## src/rtl/signed_mult_arbiter.sv

```systemverilog
// Round-robin front end for one shared 11x11 signed Booth multiplier core; owns the core's reset.
// Latency: accept at A -> rsp_valid at A+25 (A+TIMEOUT+1 on timeout); one job in flight.
// Backpressure: reqN_ready only in IDLE; response held in RESP until rsp_ready.
module signed_mult_arbiter #(
    parameter int TIMEOUT = 40
) (
    input  logic        clk,
    input  logic        reset,

    input  logic        req0_valid,
    output logic        req0_ready,
    input  logic [10:0] req0_m,
    input  logic [10:0] req0_r,

    input  logic        req1_valid,
    output logic        req1_ready,
    input  logic [10:0] req1_m,
    input  logic [10:0] req1_r,

    output logic        rsp_valid,
    input  logic        rsp_ready,
    output logic        rsp_id,
    output logic [21:0] rsp_prod,
    output logic        rsp_err,

    output logic        mult_rst,
    output logic [10:0] mult_m,
    output logic [10:0] mult_r,
    input  logic [21:0] mult_out,
    input  logic        mult_valid,

    output logic        busy
);

    localparam int CNT_W = $clog2(TIMEOUT);

    typedef enum logic [1:0] {
        S_IDLE = 2'd0,
        S_RUN  = 2'd1,
        S_RESP = 2'd2
    } state_t;

    typedef struct packed {
        logic        id;
        logic [10:0] m;
        logic [10:0] r;
    } op_t;

    state_t             state;
    state_t             state_nxt;
    op_t                op;
    logic               rr_last;
    logic [CNT_W-1:0]   tmo_cnt;
    logic               tmo_hit;
    logic               grant_id;
    logic               accept;
    op_t                grant_op;

    // A lone requester always wins; on contention the one not served last wins.
    always_comb begin
        grant_id = 1'b0;
        if (req0_valid && req1_valid) begin
            grant_id = ~rr_last;
        end else begin
            grant_id = ~req0_valid;
        end
        accept = (state == S_IDLE) && (req0_valid || req1_valid);
        grant_op.id = grant_id;
        grant_op.m  = grant_id ? req1_m : req0_m;
        grant_op.r  = grant_id ? req1_r : req0_r;
    end

    assign req0_ready = accept && !grant_id;
    assign req1_ready = accept &&  grant_id;

    assign tmo_hit = (tmo_cnt == CNT_W'(TIMEOUT - 1));

    always_ff @(posedge clk or posedge reset) begin
        if (reset) begin
            state <= S_IDLE;
        end else begin
            state <= state_nxt;
        end
    end

    always_comb begin
        state_nxt = state;
        case (state)
            S_IDLE: if (accept)                state_nxt = S_RUN;
            S_RUN:  if (mult_valid || tmo_hit) state_nxt = S_RESP;
            S_RESP: if (rsp_ready)             state_nxt = S_IDLE;
            default:                           state_nxt = S_IDLE;
        endcase
    end

    // The core has no start input, so releasing its reset is what launches a job.
    always_comb begin
        mult_rst  = 1'b1;
        rsp_valid = 1'b0;
        busy      = 1'b1;
        case (state)
            S_IDLE: busy      = 1'b0;
            S_RUN:  mult_rst  = 1'b0;
            S_RESP: rsp_valid = 1'b1;
            default: begin
                busy = 1'b0;
            end
        endcase
    end

    always_ff @(posedge clk or posedge reset) begin
        if (reset) begin
            op       <= '0;
            rr_last  <= 1'b1;
            tmo_cnt  <= '0;
            rsp_prod <= '0;
            rsp_err  <= 1'b0;
            rsp_id   <= 1'b0;
        end else begin
            case (state)
                S_IDLE: begin
                    if (accept) begin
                        op      <= grant_op;
                        tmo_cnt <= '0;
                    end
                end
                S_RUN: begin
                    tmo_cnt <= tmo_cnt + CNT_W'(1);
                    if (mult_valid) begin
                        rsp_prod <= mult_out;
                        rsp_err  <= 1'b0;
                        rsp_id   <= op.id;
                    end else if (tmo_hit) begin
                        rsp_prod <= '0;
                        rsp_err  <= 1'b1;
                        rsp_id   <= op.id;
                    end
                end
                S_RESP: begin
                    if (rsp_ready) begin
                        rr_last <= op.id;
                    end
                end
                default: ;
            endcase
        end
    end

    // Operands come from the latched job only, never straight from the request ports.
    assign mult_m = op.m;
    assign mult_r = op.r;

endmodule

```

## config.mk

```make
export PLATFORM = sky130hd
export DESIGN_NAME = signed_mult_arbiter
export DESIGN_NICKNAME = d
export VERILOG_FILES = /design/src/rtl/signed_mult_arbiter.sv
export SDC_FILE = /design/constraint.sdc
export NUM_CORES = 1
export LEC_CHECK = 0
export CELL_PAD_IN_SITES_DETAIL_PLACEMENT = 0
export CELL_PAD_IN_SITES_GLOBAL_PLACEMENT = 1
export CORE_ASPECT_RATIO = 0.7
export CORE_UTILIZATION = 32
export DETAILED_ROUTE_END_ITERATION = 10
export HOLD_SLACK_MARGIN = 0.08
export PLACE_DENSITY_LB_ADDON = 0.3
export SYNTH_ARGS = -nofsm -noshare
export SYNTH_HDL_FRONTEND = slang
export SYNTH_SLANG_ARGS = --single-unit
export TNS_END_PERCENT = 1
```

## constraint.sdc

```tcl
create_clock -name clk -period 2.6 [get_ports clk]
set_clock_uncertainty 0.2 [all_clocks]
set_input_delay 0.52 -clock clk [delete_from_list [all_inputs] [get_ports clk]]
set_output_delay 0.52 -clock clk [all_outputs]
set_load 0.02 [all_outputs]
```

## After elaboration in Yosys (flattened, before gate mapping)

Cells that the tools add are included.

- Bitwise operators: 2
- Multiplexer cells: 18
- Add/sub/neg operators: 1
- Equality and inequality tests: 6
- Reduce and logical (&&, ||, !) cells: 16

Operator list:

| kind | number |
|---|---|
| $mux 22 | 2 |
| $mux 11 | 2 |
| $pmux 6 s2 | 1 |
| $mux 1 | 8 |
| $reduce_and 2->1 | 4 |
| $add 6x1->6 const B | 1 |
| $eq 6x6->1 const B | 1 |
| $mux 2 | 3 |
| $mux 6 | 1 |
| $ne 2x2->1 const B | 3 |
| $pmux 2 s3 | 1 |
| $logic_and 1x1->1 | 4 |
| $reduce_bool 2->1 | 2 |
| $reduce_and 3->1 | 1 |
| $eq 2x1->1 const B | 1 |
| $eq 2x2->1 const B | 1 |
| $logic_not 2->1 | 1 |
| $logic_or 1x1->1 | 2 |
| $not 1->1 | 2 |
| $reduce_or 2->1 | 1 |
| $logic_not 1->1 | 1 |

- Bits of input ports: 72
- Logic and storage cells: 52
- Output and inout port bits: 51
- Register bits after elaboration: 56

## Longest topological paths before layout

- Word-level depth: 4
- Gate-level depth with buffers: 7
- Mapped depth without buffers: 5

## Worst setup path before layout

Ideal clock, no wire load.

- Path kind: reg2out
- Start point: reg state[0]
- End point: out req1_ready
- Stages on the path, launching flop included: 7
- Data arrival time: 1.326 ns
- Slack: 0.554 ns
- Buffers on the path: 2
- Data required time: 1.880 ns
- Cell sequence: dfrtp_1 inv_1 ha_1 buf_6 nand2_1 a21oi_1 buf_2

- Word-level cells in the longest chain between the ends: 3

Ends and longest elaborated chain:

| what | RTL line | text |
|---|---|---|
| from (decl) | 49 | `state_t state;` |
| from (signal assigned) | 82 | `state <= state_nxt;` |
| $logic_not 2->1 | 67 | `accept = (state == S_IDLE) && (req0_valid \|\| req1_valid);` |
| $logic_and 1x1->1 | 67 |  |
| $logic_and 1x1->1 | 74 | `assign req1_ready = accept && grant_id;` |
| to (decl) | 16 | `output logic req1_ready,` |

Every way passes these cells.

## Final worst setup path

- Start point: reg state[0]
- End point: out rsp_valid

- Word-level cells in the longest chain between the ends: 2

Ends and longest elaborated chain:

| what | RTL line | text |
|---|---|---|
| $eq 2x2->1 | 101 | `case (state)` |
| $mux 1 | 101 |  |
| to (decl) | 20 | `output logic rsp_valid,` |

Every way passes these cells.

==> results.ini <==
[timing]
hold_viol_final = 0
post-route-period-util = 0.917
setup_viol_count_final = 0
hold_ws_ns = 0.293
rsz0062_at_grt = no
fin_setup_tns_ns = 0
tightest_slew_ns = 0.996
min_period_ns = 2.38
maxSlewViolCount = 0
relSlewSlack = 0.336
fmax_mhz = 419
layout_setup_ws_ns = 0.216

[cells_and_area]
antenna_cells = 0
area_delta_synth_final_pct = 46.8
drive_above_1_share = 0.0777
design_area_sq_um = 4300
nNetsFinal = 448
regArea_sq_um = 1400
fill_cells = 815
multi_input_area_sq_um = 1220

[floorplanning]
initial_core_util = 0.338
fp-row-count = 28
die_w_microns = 116
core-area_sq_um = 8650
ios = 123
dieArea_sq_um = 9540
die_h_microns = 82.0

[power]
p_clk_frac = 0.151
peakVddDrop_uv = 465
p_total_uw = 5020
swShare = 0.378
p_per_area_nw_per_um2 = 1170
p_leak_uw = 0.00174
p_sw_uw = 1900
p_seq_frac = 0.308
p_int_uw = 3120
pwr-share-comb = 0.541

[drt]
viasPerCell = 5.09
vias = 2510
ant_nets = 0
wl_per_cell_microns = 16.0
drc = 0
wl_mm = 7.88
drt_iter0_drc = 105
firstDrtPassIters = 4

[place]
placed_area_sq_um = 4140
pre_cts_ws_ns = -0.0159
numPortBuffers = 122
finalWeightedCongestion = 0.742
dpl.hpwl_mm = 5.47

[grt]
grt_pass1_wl_mm = 12.7
grt_max_degree = 57
gr-total-overflow = 0
grt_usage = 0.174
grt_pass1_vias = 2583
antenna_found_initial = 0

[worst_setup_path]
critPathLaunchType = flop
arrival_ns = 1.66
cp_data_required_time_ns = 1.88
crit_type = reg2out
cp-end-kind = output port
path_max_fanout = 4

[cts]
clk_path_buf_depth = 2
cts.sinks = 56
post-cts-setup-buffer-count = 0
cts_resized = 2
ctsHtreeMaxLevel = 2
cts_buffers = 5
root_buffer = clkbuf_16
ctsHoldBuffers = 0
cts_tree = yes
clk_pin_slew_worst_paths_ns = 0.07
insertion_delay_ns = 0.29

[synth]
postSynthCellCount = 275
synth_seq_cells = 56
ys_warn_count = 0
yosysUniqueCellTypes = 35
yosysSeqAreaShare = 0.479
syn_avg_cell_area_sq_um = 10.6
syn_area_sq_um = 2930
synth_nets = 351

[run]
max_cap_violations = 0

[worst_hold_path]
hold_path.class = reg2reg

[outcome]
status = complete, no violations

[flip-flops by register name, indices dropped and copies added, names as in the netlist, 2 cells and up]
signal	flops
mult_m	11
mult_r	11
rsp_prod	22
state	2
tmo_cnt	6
[metrics by stage]
| stage | instances | utilization |
|---|---|---|
| 2_1_floorplan | 275 | - |
| 3_3_place_gp | 485 | 0.478 |
| 3_5_place_dp | 485 | 0.478 |
| 4_1_cts | 493 | 0.497 |
| 5_1_grt | 493 | 0.497 |
| 6_report | 493 | 0.497 |
[cell families (layout without fill, tap and decap cells)]
family	after synthesis	count (layout)	synth area share
DFF	56	56	0.479
adders and majority gates	4	4	0.0171
muxes	1	1	0.00385
and+or+nand+nor	70	70	0.149
AOI/OAI and AO/OA	92	92	0.246
buffers and inverters	52	150	0.105
[placed cells by master, fill, tap and decap left out, types with 3 or more instances in the layout]
cell and instances:
and2_1 16, clkdlybuf4s50_1 120, o211ai_1 3, dfrtp_1 55, o21ai_0 3, a221o_1 44
buf_4 12, nand2b_1 24, inv_1 5, clkbuf_16 5, o31ai_1 5, and2_0 7
nand3_1 5, or4_1 3, nand2_1 6, a21oi_1 28, ha_1 4
[final timing paths]
kind | cells past startpoint | to | slack [ns] | startpoint
max | 3 | rsp_valid | 0.22 | state[0]
min | 2 | rsp_err | 0.29 | rsp_err
max reg2reg | 4 | state[1] | 0.45 | tmo_cnt[0]
min reg2reg | 2 | rsp_err | 0.29 | rsp_err
max in group asynchronous | 3 | rr_last | 1.49 | reset
min in group asynchronous | 3 | mult_m[9] | 0.39 | reset
[critical path: stages (launching register included)]
cell and delay (ns):
dfrtp_1 0.39, inv_1 0.10, ha_1 0.23, clkdlybuf4s50_1 0.64
[power groups by stage]
stage	sequential [uW]	combinational (uW)	clock, uW
after floorplan	1710	1610	0
after global placement	1540	2740	0
after detailed placement	1550	2770	0
after CTS	1550	2760	787
after global routing	1610	2950	820
final	1550	2720	757
[routing by layer]
metal	track usage	wire (microns)	vias up
met5	0	0	-
met4	0.0577	104	0
met3	0.0421	374	10
met2	0.284	3750	54
met1	0.225	3650	1247
li1	-	-	1199
[synth_stat cells (all sizes together)]
| cell | number | area (sq um) |
|---|---|---|
| dfrtp | 55 | 1380 |
| a221o | 44 | 440 |
| buf | 36 | 248 |
| a21oi | 30 | 150 |
| nand2b | 24 | 150 |
| and2 | 23 | 144 |
| clkbuf | 9 | 33.8 |
| inv | 7 | 26.3 |
| nand2 | 6 | 22.5 |
| nand3 | 5 | 25.0 |
| o31ai | 5 | 37.5 |
| ha | 4 | 50.1 |
| o21ai | 4 | 20.0 |
| o211ai | 3 | 22.5 |
| or4 | 3 | 22.5 |
| a211oi | 2 | 15.0 |
| nor2 | 2 | 7.51 |
| nor3 | 2 | 10.0 |
| a2111o | 1 | 11.3 |
| a211o | 1 | 8.76 |
| a21o | 1 | 7.51 |
| and4bb | 1 | 12.5 |
| dfstp | 1 | 26.3 |
| mux2 | 1 | 11.3 |
| nor2b | 1 | 6.26 |
| nor3b | 1 | 18.8 |
| nor4b | 1 | 8.76 |
| o22ai | 1 | 6.26 |
| or3b | 1 | 8.76 |
[cell type report]
type | count | area share
multi-input cells | 167 | 0.285
well taps | 120 | 0.0349
clock inverters | 2 | 0.00815
clock buffers | 6 | 0.0300
repair buffers | 135 | 0.309
flip-flops and latches | 56 | 0.326
inverters | 7 | 0.00612
Note: power is estimated with default switching activity, not from simulation.
